--- src/rtl/ram_stream_reader_if.sv ---
// rtl/ram_stream_reader_if.sv - valid/ready output stream of the RAM reader.
// The master drives data, valid and last; the slave drives ready.
interface ram_stream_reader_if #(
  parameter int DATA_WIDTH = 32
);
  logic                  m_valid_o;
  logic                  m_ready_i;
  logic [DATA_WIDTH-1:0] m_data_o;
  logic                  m_last_o;

  modport master (
    output m_valid_o,
    output m_data_o,
    output m_last_o,
    input  m_ready_i
  );

  modport slave (
    input  m_valid_o,
    input  m_data_o,
    input  m_last_o,
    output m_ready_i
  );
endinterface

--- src/rtl/ram_stream_reader.sv ---
// rtl/ram_stream_reader.sv - streams len words from a combinational-read RAM.
// One-deep registered output stage; wraps addresses silently at the RAM depth.
module ram_stream_reader #(
  parameter int DATA_WIDTH = 32,
  parameter int ADDR_WIDTH = 3
) (
  input  logic                  clk_i,
  input  logic                  rst_ni,
  input  logic                  start_i,
  input  logic [ADDR_WIDTH-1:0] base_addr_i,
  input  logic [ADDR_WIDTH:0]   len_i,
  output logic                  busy_o,
  output logic                  done_o,
  output logic [ADDR_WIDTH-1:0] rd_addr_o,
  input  logic [DATA_WIDTH-1:0] rd_data_i,
  ram_stream_reader_if.master   m_if
);

  typedef enum logic {
    IDLE   = 1'b0,
    STREAM = 1'b1
  } state_e;

  localparam logic [ADDR_WIDTH-1:0] ADDR_ONE = 1;
  localparam logic [ADDR_WIDTH:0]   LEN_ONE  = 1;

  state_e                state_q, state_d;
  logic [ADDR_WIDTH-1:0] addr_q, addr_d;
  logic [ADDR_WIDTH:0]   remaining_q, remaining_d;
  logic [DATA_WIDTH-1:0] data_q, data_d;
  logic                  valid_q, valid_d;
  logic                  last_q, last_d;
  logic                  done_q, done_d;
  logic                  load;
  logic                  handshake;

  // The output register refills whenever it is empty or being drained this cycle.
  assign handshake = valid_q & m_if.m_ready_i;
  assign load      = (state_q == STREAM) && (remaining_q != '0) &&
                     (!valid_q || m_if.m_ready_i);

  always_comb begin
    state_d     = state_q;
    addr_d      = addr_q;
    remaining_d = remaining_q;
    data_d      = data_q;
    valid_d     = valid_q;
    last_d      = last_q;
    done_d      = 1'b0;
    case (state_q)
      IDLE: begin
        if (start_i) begin
          if (len_i != '0) begin
            addr_d      = base_addr_i;
            remaining_d = len_i;
            state_d     = STREAM;
          end else begin
            done_d = 1'b1;
          end
        end
      end
      STREAM: begin
        if (load) begin
          data_d      = rd_data_i;
          valid_d     = 1'b1;
          last_d      = (remaining_q == LEN_ONE);
          addr_d      = addr_q + ADDR_ONE;
          remaining_d = remaining_q - LEN_ONE;
        end else if (handshake) begin
          valid_d = 1'b0;
          if (last_q) begin
            last_d  = 1'b0;
            state_d = IDLE;
            done_d  = 1'b1;
          end
        end
      end
      default: state_d = IDLE;
    endcase
  end

  always_ff @(posedge clk_i or negedge rst_ni) begin
    if (!rst_ni) begin
      state_q     <= IDLE;
      addr_q      <= '0;
      remaining_q <= '0;
      data_q      <= '0;
      valid_q     <= 1'b0;
      last_q      <= 1'b0;
      done_q      <= 1'b0;
    end else begin
      state_q     <= state_d;
      addr_q      <= addr_d;
      remaining_q <= remaining_d;
      data_q      <= data_d;
      valid_q     <= valid_d;
      last_q      <= last_d;
      done_q      <= done_d;
    end
  end

  assign busy_o       = (state_q == STREAM);
  assign done_o       = done_q;
  assign rd_addr_o    = addr_q;
  assign m_if.m_valid_o = valid_q;
  assign m_if.m_data_o  = data_q;
  assign m_if.m_last_o  = last_q;

endmodule

--- src/flat_wrapper.sv ---
// flat-port wrapper written by rule: the top's interface ports become plain ports
module ram_stream_reader_flat 
#(
  parameter int DATA_WIDTH = 32,
  parameter int ADDR_WIDTH = 3
)
  (clk_i, rst_ni, start_i, base_addr_i, len_i, busy_o, done_o, rd_addr_o, rd_data_i, m_if_m_valid_o, m_if_m_data_o, m_if_m_last_o, m_if_m_ready_i);
  ram_stream_reader_if #(.DATA_WIDTH(DATA_WIDTH)) m_if_i ();
  input  logic clk_i;
  input  logic rst_ni;
  input  logic start_i;
  input  logic [ADDR_WIDTH-1:0] base_addr_i;
  input  logic [ADDR_WIDTH:0] len_i;
  output logic busy_o;
  output logic done_o;
  output logic [ADDR_WIDTH-1:0] rd_addr_o;
  input  logic [DATA_WIDTH-1:0] rd_data_i;
  output wire logic [$bits(m_if_i.m_valid_o)-1:0] m_if_m_valid_o;
  output wire logic [$bits(m_if_i.m_data_o)-1:0] m_if_m_data_o;
  output wire logic [$bits(m_if_i.m_last_o)-1:0] m_if_m_last_o;
  input wire logic [$bits(m_if_i.m_ready_i)-1:0] m_if_m_ready_i;
  assign m_if_m_valid_o = m_if_i.m_valid_o;
  assign m_if_m_data_o = m_if_i.m_data_o;
  assign m_if_m_last_o = m_if_i.m_last_o;
  assign m_if_i.m_ready_i = m_if_m_ready_i;
  ram_stream_reader #(.DATA_WIDTH(DATA_WIDTH), .ADDR_WIDTH(ADDR_WIDTH)) u_core (.clk_i(clk_i), .rst_ni(rst_ni), .start_i(start_i), .base_addr_i(base_addr_i), .len_i(len_i), .busy_o(busy_o), .done_o(done_o), .rd_addr_o(rd_addr_o), .rd_data_i(rd_data_i), .m_if(m_if_i));
endmodule
--- config.mk ---
export PLATFORM = sky130hd
export DESIGN_NAME = ram_stream_reader_flat
export DESIGN_NICKNAME = d
export VERILOG_FILES = /design/src/rtl/ram_stream_reader_if.sv /design/src/rtl/ram_stream_reader.sv /design/src/flat_wrapper.sv
export SDC_FILE = /design/constraint.sdc
export NUM_CORES = 1
export LEC_CHECK = 0
export CORE_MARGIN = 8
export CORE_UTILIZATION = 45
export DETAILED_ROUTE_END_ITERATION = 8
export MAX_ROUTING_LAYER = met4
export PLACE_DENSITY = 0.9
export SLEW_MARGIN = 5
export SYNTH_ARGS = -nofsm -noshare
export SYNTH_HDL_FRONTEND = slang
export SYNTH_SLANG_ARGS = --single-unit
--- constraint.sdc ---
create_clock -name clk_i -period 3.3 [get_ports clk_i]
set_input_delay 0.66 -clock clk_i [delete_from_list [all_inputs] [get_ports clk_i]]
set_output_delay 0.66 -clock clk_i [all_outputs]
set_load 0.005 [all_outputs]
-- Word-level counts from Yosys, hierarchy flattened
Cells that the tools add are included.
- bits in registers: 43
- bits of input ports: 43
- logic and storage cells: 48
- add/subtract/negate cells: 2
- equality and inequality tests: 4
- muxes and demuxes: 23
- bitwise logic cells: 2
- reduce and logical (&&, ||, !) cells: 10
- operators by type and width (kind ; number):
    1-bit 2-to-1 mux ; 13
    4-bit 2-to-1 mux ; 3
    3-bit 2-to-1 mux ; 3
    4-bit one-hot mux with 2 select lines ; 1
    4-bit nonzero test ; 2
    3-bit one-hot mux with 2 select lines ; 1
    4-bit by 1-bit == test with 1-bit output, second input constant ; 1
    2-bit != test, second input constant ; 2
    1-bit one-hot mux with 2 select lines ; 2
    2-bit AND reduction ; 2
    4-bit by 1-bit subtractor with 4-bit output, second input constant ; 1
    3-bit by 1-bit adder with 3-bit output, second input constant ; 1
    3-bit AND reduction ; 1
    1-bit logical AND ; 2
    2-bit by 1-bit != test with 1-bit output, second input constant ; 1
    2-bit nonzero test ; 1
    1-bit AND ; 1
    1-bit zero test ; 1
    1-bit logical OR ; 1
    1-bit NOT ; 1

-- Logic depth before layout (Yosys ltp)
- depth in word-level cells: 5
- gate-level depth with buffers: 8
- depth with buffers taken out: 6

-- Worst setup path before layout
OpenSTA, ideal clock, no wires.
- kind: in2reg
- start point: input port len_i[1]
- end point: register u_core.remaining_q[3]
- setup time: 123 ps
- data arrival time: 1832 ps
- setup slack: 1346 ps
- stages: 5
- path buffers: 1
- path through: or4_4 buf_6 a32oi_4 mux2i_1 nor3_2
- word-level cells in the longest chain between the ends: 3
- RTL lines (item ; line ; RTL):
    from (decl) ; flat_wrapper.sv:13 ; input logic [ADDR_WIDTH:0] len_i;
    4-bit nonzero test ; ram_stream_reader.sv:53 ; if (len_i != '0) begin
    2-bit by 1-bit != test with 1-bit output (no source line) ; - ;
    3-bit AND reduction (no source line) ; - ;
    to (signal assigned) ; ram_stream_reader.sv:94 ; remaining_q <= remaining_d;
    to (decl) ; ram_stream_reader.sv:29 ; logic [ADDR_WIDTH:0] remaining_q, remaining_d;
Every way passes these cells.
A chain may end at the register's enable or synchronous reset.

-- Worst setup path after layout
- start point: register u_core.state_q (netlist: u_core.busy_o)
- end point: output port busy_o
- RTL lines (item ; line ; RTL):
    from (decl) ; ram_stream_reader.sv:27 ; state_e state_q, state_d;
    from (signal assigned) ; ram_stream_reader.sv:92 ; state_q <= state_d;
    to (decl) ; flat_wrapper.sv:14 ; output logic busy_o;
No word-level cell between the ends.

==> summary.md <==
| Metric | Value |
|---|---|
| Status | finished clean |
| Die area | 0.00651 mm^2 |
| Cell family with most CP delay | flip-flops |
| Pin count of the biggest net entering global routing | 44 |
| Post-Synthesis Cells | 209 |
| GR peak layer | met2 |
| Clock buffer depth | 2 |
| HP Class | flip-flop to flip-flop |
| Worst Path Buf+Inv | 1 |
| GR Util All Layers | 0.153 |
| # fillers | 321 |
| Max incr delay on CP | 0.77 ns |
| Fraction of layout cells with a size suffix above 1 | 0.0481 |
| Post-Synth XOR/XNOR Area | 0.00930 |
| # clock sinks | 43 |
| DRT Pass-1 Iters | 4 |
| Crit-path max FO | 20 |
| Final Hold Fails | 0 |
| Number of cell rows | 23 |
| Total CTS buffers | 5 |
| Main combinational cell family by area after synthesis | simple AND/OR/NAND/NOR gates |
| Largest area contributor in the netlist | dfrtp_1 |
| Fin Hold WS | 0.477 ns |
| Period utilisation layout | 0.714 |
| Synth Net Count | around 260 |
| Routability-driven placement congestion ratio | slightly above 0.8 |
| Number of flops mapped to enable cells by yosys | 0 |
| Compound-Gate Fraction of Synth Area | 0.0704 |
| Synth top area share | 0.571 |
| Final setup viols | 0 |
| I/O pin count | 82 |
| Vias | 1656 |
| Proportion of synthesized area in mux cells | 0.0159 |
| CP arrival | 1.70 ns |
| # diodes | 0 |
| Final Worst Setup Slack | 0.945 ns |
| Minimum clock period | 2.36 ns |
| Post-route DRC | 0 |
| Initial antenna violation count | 0 |
| CP max-delay cell | dfrtp_1 |
| Register area share after synthesis | 0.571 |
| Global-route wire length before repair | 7670 um |
| Most numerous cell in the Yosys netlist | nand2_1 |
| Grt ovf | 0 |
| Clk slew on worst S/H paths | 0.07 ns |
| Syn Area/Cell | 9.01 um^2 |
| Slew @ Worst Pin | 0.945 ns |
| Critical path, cell by cell | clkdlybuf4s50_1 |
| Post-DP HPWL | between 3000 and 4000 um |
| Clk_lat worst skew | 0.29 ns |
| Synth area leaders | dfrtp_1 (57%), nand2_1 (21%), ha_1 (2.0%), nor2b_1 (1.7%), mux2i_1 (1.6%) |
| Setup bufs post-CTS | 0 |
| Worst path required time | about 2.6 ns |
| Clock skew | 0.00308 ns |
| CP endpoint kind | output port |
| DR WL/cell | 14.2 um |
| Vias per inst | approximately 4.9 |
| Starting density of the core | 0.467 |
| RSZ-0062 raised after global routing | no |
| DIE HEIGHT | 80.7 um |
| Peak VDD IR | 0.552 mV |
| CTS tree | done |
| Fin nets | 337 |
| Yosys warns | 0 |
| Post-synthesis register bit count | 43 |
| Max Clk Rate | 0.425 GHz |
| Chip width | 80.7 um |
| Yosys cell types | 30 |
| GRT met2 Usage | 0.252 |
| Pwr dens | 905 mW/mm^2 |
| Pleak | 0.00136 uW |
| Routing usage on met3 | 0.0536 |
| Post-cts hold buffer count | 0 |
| Grt met1 use | 0.172 |
| Synth top cells by count | nand2_1 (103), dfrtp_1 (43), o21ai_0 (6) |
| Post-synthesis simple-gate area fraction | 0.279 |
| Adder-Cell Fraction of Synth Area | 0.0199 |
| Setup TNS | 0 ns |
| Post_cts resized | 0 |
| Asr flop ratio synth | 1.00 |
| Slew Limit Fails | 0 |
| Critical path type | flip-flop to output port |
| Root Driver | clkbuf_8 |
| H-tree levels | 2 |
| Core area | 0.00403 mm^2 |
| Routed Antenna Nets | 0 |
| Max Cap Viol | 0 |
| Number of global-route vias before repair | between 1500 and 2000 |
| Max-slew headroom | 0.370 |
| Port-buffer cells | 81 |
| WL final | ~4800 um |
| Area growth, synth to finish | 50.6% |
| Number of DRC markers in iteration 0 | 101 |
| Pre-CTS worst setup slack | 0.751 ns |
| Mapped Area | 0.00188 mm^2 |
| CP startpoint kind | flip-flop |
| Primary FF master, synth | dfrtp_1 |
[power breakdown]
group,internal (uW),switching (uW)
clock network,222,165
registers,782,171
logic,687,538
total,1690,874
[path summary, 6_finish.rpt]
check / from / endpoint / slack, ns / cells after the start
max: u_core.busy_o / busy_o / 0.94 / 1
min: u_core.m_if.m_data_o[31] / u_core.m_if.m_data_o[31] / 0.48 / 2
max reg2reg: u_core.remaining_q[0] / u_core.rd_addr_o[0] / 1.05 / 7
min reg2reg: u_core.m_if.m_data_o[31] / u_core.m_if.m_data_o[31] / 0.48 / 2
max in group asynchronous: rst_ni / u_core.m_if.m_data_o[21] / 2.20 / 1
min in group asynchronous: rst_ni / u_core.m_if.m_data_o[8] / 0.52 / 1
[kinds of logic after synthesis]
family	Yosys count
mux	3
flops	43
xor+xnor	2
fa+ha+maj	3
buf+inv	14
simple gates	126
compound gates	18
[layout make-up]
cell class | instances | area, um^2 | area share
inverters | 4 | 15.0 | 0.00530
multi-input cells | 152 | 743 | 0.262
clock inverters | 1 | 30.0 | 0.0106
well taps | 50 | 62.6 | 0.0221
repair buffers | 85 | 836 | 0.295
flip-flops and latches | 43 | 1080 | 0.380
clock buffers | 6 | 72.6 | 0.0256
[flip-flops by register name (all words and copies together) (netlist names)]
register               count
u_core.m_if.m_data_o      32
u_core.remaining_q         4
u_core.busy_o              1
u_core.m_if.m_last_o       1
u_core.done_o              1
u_core.rd_addr_o           3
u_core.m_if.m_valid_o      1
[cell usage in the layout, fill, tap and decap left out, drive strengths merged]
cell type,count
xnor2,2
a221oi,1
clkdlybuf4s50,80
nand3,4
nand2,103
mux2i,3
or4,1
a32oi,2
o21ai,6
a21oi,3
buf,5
or3b,1
nor3,3
bufinv,1
and3,2
o32ai,1
a31oi,2
dfrtp,43
inv,4
o22ai,1
a22oi,1
clkbuf,6
nor4bb,1
ha,3
a21o,1
nor2,5
nor2b,5
nand2b,1
[per-layer routing]
metal	vias to the layer above	part of all wire
met4	0	0.0085
li1	831	-
met3	5	0.084
met2	57	0.47
met5	-	0
met1	763	0.44
[per-stage QoR]
stage / instances / area (um^2) / power [uW] / utilization
finish: 341 / 2840 / 2570 / 0.704
global route: 341 / 2840 / 2780 / 0.704
CTS: 341 / 2840 / 2600 / 0.704
detailed placement: 334 / 2730 / 2210 / 0.678
global placement: 334 / 2730 / 2160 / 0.678
floorplan: 209 / 1880 / 1520 / -
Note: power is estimated with default switching activity, not from simulation.
